File: src/rtl/busca_instrucao_pkg.sv
// busca_instrucao_pkg: opcodes, instruction field positions and fetch FSM states.
package busca_instrucao_pkg;
  localparam logic [2:0] OP_ADD = 3'd0;
  localparam logic [2:0] OP_ADDI = 3'd1;
  localparam logic [2:0] OP_BEQ = 3'd2;
  localparam logic [2:0] OP_LW = 3'd3;
  localparam logic [2:0] OP_SW = 3'd4;
  localparam logic [2:0] OP_JUMP = 3'd5;
  localparam int OPCODE_MSB = 15;
  localparam int OPCODE_LSB = 13;
  localparam int IMED_MSB = 7;
  localparam int IMED_LSB = 0;
  localparam int HALT_BIT = 0;
  typedef enum logic [1:0] {BUSCA, ESPERA, EXECUTA, PARADO} estado_t;
endpackage

File: src/rtl/busca_instrucao_calc_proximo_pc.sv
// calc_proximo_pc: next-PC priority mux (halt > jump > taken beq > pc+1).
module calc_proximo_pc #(
  parameter int LARGURA_PC = 8
) (
  input  logic [LARGURA_PC-1:0] pc,
  input  logic [LARGURA_PC-1:0] alvo,
  input  logic [7:0]            imed,
  input  logic                  halt,
  input  logic                  jump,
  input  logic                  beq,
  input  logic                  zero,
  output logic [LARGURA_PC-1:0] pc_mais_um,
  output logic [LARGURA_PC-1:0] proximo_pc
);
  logic [LARGURA_PC-1:0] desloc;
  always_comb begin
    pc_mais_um = pc + 1'b1;
    desloc = LARGURA_PC'($signed(imed));
    proximo_pc = halt ? pc : jump ? alvo : (beq & zero) ? pc_mais_um + desloc : pc_mais_um;
  end
endmodule

File: src/rtl/busca_instrucao.sv
// busca_instrucao: instruction-fetch stage; PC, 3-cycle fetch FSM, IR and executed-instruction counter.
module busca_instrucao
  import busca_instrucao_pkg::*;
#(
  parameter int LARGURA_PC = 8,
  parameter int LARGURA_INSTR = 16,
  parameter logic [LARGURA_PC-1:0] PC_INICIAL = '0
) (
  input  logic                     clock,
  input  logic                     reset_n,
  output logic [LARGURA_PC-1:0]    mem_endereco,
  output logic                     mem_le,
  input  logic [LARGURA_INSTR-1:0] mem_dado,
  input  logic                     halt,
  input  logic                     jump,
  input  logic                     beq,
  input  logic                     zero,
  output logic [LARGURA_INSTR-1:0] instrucao,
  output logic [2:0]               OPcode,
  output logic                     bit_menos_sig,
  output logic                     instr_valida,
  output logic [LARGURA_PC-1:0]    pc,
  output logic [LARGURA_PC-1:0]    pc_mais_um,
  output logic                     parado,
  output logic [15:0]              contador
);
  estado_t estado, estado_prox;
  logic [LARGURA_PC-1:0] proximo_pc;
  calc_proximo_pc #(.LARGURA_PC(LARGURA_PC)) u_calc (
    .pc(pc),
    .alvo(instrucao[LARGURA_PC-1:0]),
    .imed(instrucao[IMED_MSB:IMED_LSB]),
    .halt(halt),
    .jump(jump),
    .beq(beq),
    .zero(zero),
    .pc_mais_um(pc_mais_um),
    .proximo_pc(proximo_pc)
  );
  always_ff @(posedge clock) begin
    if (!reset_n) begin
      estado <= BUSCA;
      pc <= PC_INICIAL;
      instrucao <= '0;
      contador <= '0;
    end else begin
      estado <= estado_prox;
      if (estado == ESPERA) instrucao <= mem_dado;
      if (estado == EXECUTA) begin
        pc <= proximo_pc;
        if (contador != 16'hFFFF) contador <= contador + 16'd1;
      end
    end
  end
  // Strobes are gated by reset_n so nothing is issued while reset is held.
  always_comb begin
    estado_prox = estado == BUSCA ? ESPERA :
                  estado == ESPERA ? EXECUTA :
                  estado == EXECUTA ? (halt ? PARADO : BUSCA) : PARADO;
    mem_le = reset_n && estado == BUSCA;
    instr_valida = reset_n && estado == EXECUTA;
    parado = reset_n && estado == PARADO;
    mem_endereco = pc;
    OPcode = instrucao[OPCODE_MSB:OPCODE_LSB];
    bit_menos_sig = instrucao[HALT_BIT];
  end
endmodule

File: config.mk
export PLATFORM = sky130hd
export DESIGN_NAME = busca_instrucao
export DESIGN_NICKNAME = d
export VERILOG_FILES = /design/src/rtl/busca_instrucao_pkg.sv /design/src/rtl/busca_instrucao_calc_proximo_pc.sv /design/src/rtl/busca_instrucao.sv
export SDC_FILE = /design/constraint.sdc
export NUM_CORES = 1
export LEC_CHECK = 0
export BUFFER_PORTS_ARGS = -buffer_cell sky130_fd_sc_hd__clkbuf_2
export CORE_ASPECT_RATIO = 0.7
export CORE_MARGIN = 4
export CORE_UTILIZATION = 54
export DETAILED_ROUTE_END_ITERATION = 12
export HOLD_SLACK_MARGIN = 0.06
export PLACE_DENSITY = 0.95
export RECOVER_POWER = 25
export SETUP_SLACK_MARGIN = 0.05
export SLEW_MARGIN = 10
export SYNTH_ARGS = -nofsm -noshare
export SYNTH_HDL_FRONTEND = slang
export SYNTH_SLANG_ARGS = --single-unit
File: constraint.sdc
create_clock -name clock -period 4.9 [get_ports clock]
set_input_delay 0.98 -clock clock [delete_from_list [all_inputs] [get_ports clock]]
set_output_delay 0.98 -clock clock [all_outputs]
set_load 0.02 [all_outputs]
==> reports/qor.yml, run 1 <==
antenna_found_initial: 0
status: "finished, violations left"
clkSinkCount: 42
reg2reg_from: "mem_endereco[0]$_SDFFE_PN0P_"
cp-end-kind: "output port"
drt_iter0_markers: 166
synth_seq_cells: 42
relSlewSlack_pct: -15.4
io_pins: 85
area_delta_synth_final_pct: 18.2
crit_type: "primary input to output port"
worstMarginPinSlew_ns: 1.73
clkPwrFrac_pct: 34.7
synth-adder-area-share_pct: 5.87
hold_start: "instrucao[10]$_SDFFE_PN0P_"
cts_tree: "built"
min_period_ns: 3.68
grt_max_degree: 50
root_buffer: "clkbuf_8"
diodes: 0
p_switching_mw: 0.224
setup_violations: 0
rsz0062_at_grt: "false"
layout_commonest_cell: "clkbuf_2"
wl_per_cell_um: 15.3
cp.required_ns: 3.92
fp.dieH_um: 64.6
clkTransAtPathRegs_ns: 0.08
antenna_left: 0
hold_class: "register to register"
vias: 2305
synth_largest_area_cell: "dfxtp_1"
startpoint: "reset_n"
synth_compound_area_share_pct: 16.6
final_net_count: 386
grt-ovfl-total: 0
synth_area_leaders: "dfxtp_1, nand2_1, ha_1"
synth_top_family_by_area: "simple AND/OR/NAND/NOR gates"
row_count: 20
grt_util_all_layers_pct: 22.9
wirelength_um: 6270
power_density_nw_per_um2: 266
layout-drive-gt1-share_pct: 28.2
ys_seq_area_share_pct: 34.0
gp_congestion: 0.893
synth.top_cell.area_share_pct: 34.0
dr.pass1.iters: 4
cts_hold_buffers: 0
power.leakage_nw: 1.41
period_share_pct: 75.2
htree_levels: 2
finalHoldViolCount: 0
synthMuxAreaShare_pct: 2.43
start_kind: "primary input"
switching_share_pct: 28.8
dieArea_um2: 5740
violations: "capacitance limit, slew limit"
synthesis.nets: 319
clockBufferDepth: 2
post_cts_buffers: 0
setup_tns_ns: 0
hpwl_um: 4710
layout_common_cells: "clkbuf_2, nand2_1, dfxtp_1, a21boi_0, nand3_1"
syn-cell-area_um2: 2470
drc: 0
grt_pass1_vias: 2213
fmax_mhz: 272
vdd_ir_drop_max_v: 0.000258
synth_cell_types: 50
holdWs_ns: 0.475
maxCapViolations: 1
cp.arrival_ns: 2.70
p_int_mw: 0.554
yosys.area_share.xor_xnor_pct: 7.80
routed_via_density: 5.64
ys_warn_count: 0
path_max_fanout: 49
coreArea_um2: 4380
grt_pass1_wl_um: 10200
synth_cells: 286
fp.dieW_um: 88.9
report.final.slew_viol_count: 50
clk_latency_ns: 0.30
p_comb_share_pct: 17.2
start_util_pct: 56.4
synth.avg_cell_area_um2: 8.64
cts_made_buffers: 5
power_frac_seq_pct: 48.1
skew_ns: 0.00478
cts_resized: 0
finish.utilization_pct: 66.7
synth-simple-area-share_pct: 26.7
port_buffers: 84
path summary, 6_finish.rpt:
check / to / depth (start not counted) / slack, ns
max: mem_le / 3 / 1.22
min: instrucao[10]$_SDFFE_PN0P_ / 2 / 0.48
min reg2reg: instrucao[10]$_SDFFE_PN0P_ / 2 / 0.48
max reg2reg: mem_endereco[7]$_SDFFE_PN0P_ / 8 / 2.18
registers in the layout (all words and copies together) (netlist names):
| signal | cells |
|---|---|
| estado | 2 |
| instrucao | 16 |
| contador | 16 |
| mem_endereco | 8 |
synthesized netlist by cell type (all sizes together):
library cell and instances:
xor2 8, nand3b 1, or3 4, and4 2
o21bai 1, nand3 16, nor3b 2, fa 1
o211ai 4, o211a 2, nand2b 5, o2111a 1
and2 13, nand4 6, nor4b 1, o21ai 4
a31oi 2, buf 14, nor2b 5, clkbuf 10
a21boi 18, o31a 1, o2111ai 1, a21o 2
o311ai 3, and3 8, ha 10, nand2 49
a22oi 1, dfxtp 42, xnor2 14, o22ai 1
a211oi 1, nor2 7, a21oi 12, mux2i 6
nor3 2, o31ai 1, inv 5
layout make-up:
type / instances / area [um^2]
Sequential cell: 42 / 841
Tap cell: 55 / 68.8
Inverter: 5 / 18.8
Timing Repair Buffer: 84 / 414
Clock buffer: 5 / 68.8
Fill cell: 379 / 1460
Multi-Input combinational cell: 215 / 1470
Clock inverter: 3 / 40.0
power groups by stage:
stage / Sequential [mW] / Clock (mW) / Combinational (mW)
5_1_grt: 0.377 / 0.292 / 0.148
6_report: 0.374 / 0.270 / 0.134
3_3_place_gp: 0.381 / 0 / 0.127
3_5_place_dp: 0.382 / 0 / 0.133
2_1_floorplan: 0.392 / 0 / 0.0818
4_1_cts: 0.374 / 0.277 / 0.134
critical path, cell delays in order:
cell and delay, ns:
clkbuf_1 1.22, nor3b_1 0.29, clkbuf_2 0.20
kinds of logic after synthesis:
kind of cell	count (synthesis)
and+or+nand+nor	121
AOI/OAI and AO/OA	55
DFF	42
buffers and inverters	29
xor gates and xnor gates	22
adders and majority gates	11
muxes	6
metrics by stage:
step | cell area (um^2) | cells | power (mW) | setup slack (ns)
final | 2920 | 409 | 0.778 | 1.22
after global routing | 2920 | 409 | 0.817 | 1.04
after CTS | 2930 | 409 | 0.785 | 1.89
after detailed placement | 2820 | 401 | 0.515 | 1.89
after global placement | 2820 | 401 | 0.508 | 1.92
after floorplan | 2470 | 286 | 0.474 | 2.20
layer usage:
layer | track usage (%) | wire length [um] | vias up
met5 | 0 | 0 | -
met4 | 9.81 | 132 | 0
met3 | 8.51 | 608 | 13
met2 | 35.6 | 2880 | 117
met1 | 28.2 | 2640 | 1055
li1 | - | - | 1120
No activity file was read; power rests on OpenSTA's default activity.
==> run 2: changes to the inputs <==
--- a/config.mk
+++ b/config.mk
@@ -8,10 +8,10 @@
 export BUFFER_PORTS_ARGS = -buffer_cell sky130_fd_sc_hd__clkbuf_2
 export CORE_ASPECT_RATIO = 0.7
 export CORE_MARGIN = 4
-export CORE_UTILIZATION = 54
+export CORE_UTILIZATION = 45
 export DETAILED_ROUTE_END_ITERATION = 12
 export HOLD_SLACK_MARGIN = 0.06
-export PLACE_DENSITY = 0.95
+export PLACE_DENSITY = 0.88
 export RECOVER_POWER = 25
 export SETUP_SLACK_MARGIN = 0.05
 export SLEW_MARGIN = 10
==> constraint.sdc (replaced) <==
create_clock -name clock -period 3.2 [get_ports clock]
set_input_delay 0.64 -clock clock [delete_from_list [all_inputs] [get_ports clock]]
set_output_delay 0.64 -clock clock [all_outputs]
set_load 0.02 [all_outputs]
==> reports/qor.yml, run 2 (synthesis gave the netlist of run 1 again) <==
grt_util_all_layers_pct: 19.0  # was 22.9%
report.final.slew_viol_count: 0  # was 50
crit_type: "register to register"  # was primary input to output port
clkSinkCount: 42  # unchanged
layout_commonest_cell: "clkbuf_2"  # unchanged
holdWs_ns: 0.469  # was 0.475 ns
fp.dieH_um: 70  # was 64.6 um
grt_max_degree: 27  # was 50
area_delta_synth_final_pct: 20.5  # was 18.2%
drc: 0  # unchanged
setup_violations: 0  # unchanged
start_kind: "register"  # was primary input
finalHoldViolCount: 0  # unchanged
worstMarginPinSlew_ns: 1.07  # was 1.73 ns
cp.required_ns: 3.36  # was 3.92 ns
hpwl_um: 4670  # was 4710 um
hold_class: "register to register"  # unchanged
power_density_nw_per_um2: 435  # was 266 nW/um^2
clkPwrFrac_pct: 40.2  # was 34.7%
diodes: 0  # unchanged
power_frac_seq_pct: 44.2  # was 48.1%
slowest_delay_ns: 0.51  # was 1.22 ns
period_share_pct: 84.8
clkTransAtPathRegs_ns: 0.08  # about the same
layout-drive-gt1-share_pct: 26.4  # was 28.2%
io_pins: 85  # unchanged
port_buffers: 84  # unchanged
r2r_cells: 9  # was 8
cts_hold_buffers: 0  # unchanged
cts_made_buffers: 5  # unchanged
reg2reg_from: "mem_endereco[0]$_SDFFE_PN0P_"  # unchanged
grt_pass1_vias: 2100  # was 2213
dieArea_um2: 6760  # was 5740 um^2
root_buffer: "clkbuf_8"  # unchanged
status: "complete, no violations"  # was finished, violations left
fmax_mhz: 369
row_count: 22  # was 20
hold_depth: 2  # unchanged
r2r_slack_ns: 0.49  # was 2.18 ns
wl_per_cell_um: 14.5  # was 15.3 um
layout_common_cells: "clkbuf_2, nand2_1, dfxtp_1, nand3_1, a21boi_0"  # was clkbuf_2, nand2_1, dfxtp_1, a21boi_0, nand3_1
routed_via_density: 5.25  # was 5.64
cts_resized: 0  # unchanged
post_cts_buffers: 0  # unchanged
drt_iter0_markers: 125  # was 166
path_max_fanout: 10  # was 49
antenna_found_initial: 0  # unchanged
skew_ns: 0.00903  # was 0.00478 ns
clk_latency_ns: 0.30  # about the same
grt_pass1_wl_um: 10200  # about the same
coreArea_um2: 5290  # was 4380 um^2
maxCapViolations: 0  # was 1
antenna_left: 0  # unchanged
vias: 2246  # was 2305
htree_levels: 2  # unchanged
r2r-end: "mem_endereco[7]$_SDFFE_PN0P_"  # unchanged
grt-ovfl-total: 0  # unchanged
cpMaxStageDelayCell: "dfxtp_1"  # was clkbuf_1
cp-end-kind: "register"  # was output port
p_comb_share_pct: 15.6  # was 17.2%
wirelength_um: 6190  # was 6270 um
holdPathEnd: "instrucao[10]$_SDFFE_PN0P_"  # unchanged
p_int_mw: 0.950  # was 0.554 mW
fp.dieW_um: 96.6  # was 88.9 um
start_util_pct: 46.8  # was 56.4%
rsz0062_at_grt: "false"  # unchanged
vdd_ir_drop_max_v: 0.000313  # was 0.000258 V
cp_cell_sequence: "ha_1 > nand3_1 > xnor2_1 > ha_1 > a21o_1 > nand3_1 > nand3b_1 > o311ai_0 > a22oi_1"  # was clkbuf_1 > nor3b_1 > clkbuf_2
min_period_ns: 2.71
relSlewSlack_pct: 28.8  # was -15.4%
gp_congestion: 0.961  # was 0.893
dr.pass1.iters: 4  # unchanged
cp.arrival_ns: 2.87  # was 2.70 ns
power.leakage_nw: 1.41  # about the same
p_switching_mw: 0.344  # was 0.224 mW
cts_tree: "built"  # unchanged
setup_tns_ns: 0  # unchanged
hold_start: "instrucao[10]$_SDFFE_PN0P_"  # unchanged
clockBufferDepth: 2  # unchanged
switching_share_pct: 26.6  # was 28.8%
final_net_count: 388  # was 386
## run 2: power groups by stage
stage | Combinational, mW | Sequential [mW] | Clock, mW
after floorplan | 0.125 | 0.601 | 0
after global placement | 0.203 | 0.583 | 0
after detailed placement | 0.207 | 0.584 | 0
after CTS | 0.207 | 0.572 | 0.535
after global routing | 0.224 | 0.577 | 0.553
final | 0.202 | 0.572 | 0.521
## run 2: worst max-delay path by stage
stage          slack (ns)                            to                    startpoint
2_1_floorplan        0.50  mem_endereco[7]$_SDFFE_PN0P_  mem_endereco[0]$_SDFFE_PN0P_
3_3_place_gp         0.78  mem_endereco[7]$_SDFFE_PN0P_  mem_endereco[0]$_SDFFE_PN0P_
3_5_place_dp         0.56  mem_endereco[7]$_SDFFE_PN0P_  mem_endereco[0]$_SDFFE_PN0P_
4_1_cts              0.51  mem_endereco[7]$_SDFFE_PN0P_  mem_endereco[0]$_SDFFE_PN0P_
5_1_grt              0.28  mem_endereco[7]$_SDFFE_PN0P_  mem_endereco[0]$_SDFFE_PN0P_
6_report             0.49  mem_endereco[7]$_SDFFE_PN0P_  mem_endereco[0]$_SDFFE_PN0P_
## run 2: area by class of cell
| class | instances | area, um^2 |
|---|---|---|
| Clock buffer | 6 | 82.6 |
| Fill cell | 485 | 2310 |
| Inverter | 5 | 18.8 |
| Clock inverter | 2 | 60.1 |
| Sequential cell | 42 | 841 |
| Timing Repair Buffer | 86 | 418 |
| Multi-Input combinational cell | 215 | 1470 |
| Tap cell | 72 | 90.1 |
## run 2: per-layer routing
metal,up-vias,GRT usage (%),wire length [um]
met5,-,0,0
met4,0,7.31,113
met3,11,4.95,460
met2,86,27.5,2650
met1,1025,26.6,2960
li1,1124,-,-
## run 2: stage by stage
stage	setup slack, ns	cell area (um^2)	power, mW	cells	utilization [%]
after floorplan	0.500	2470	0.726	286	-
after global placement	0.780	2850	0.786	420	54.0
after detailed placement	0.559	2850	0.791	420	54.0
after CTS	0.514	3000	1.31	428	56.7
after global routing	0.280	2980	1.35	428	56.3
final	0.488	2980	1.29	428	56.3
## run 2: critical path: cells and delay by family, from the launching register on
family	cells	cell delay, ns
DFF	1	0.51
AOI/OAI and AO/OA	3	0.73
and+or+nand+nor	3	0.39
adders and majority gates	2	0.62
xor gates and xnor gates	1	0.33
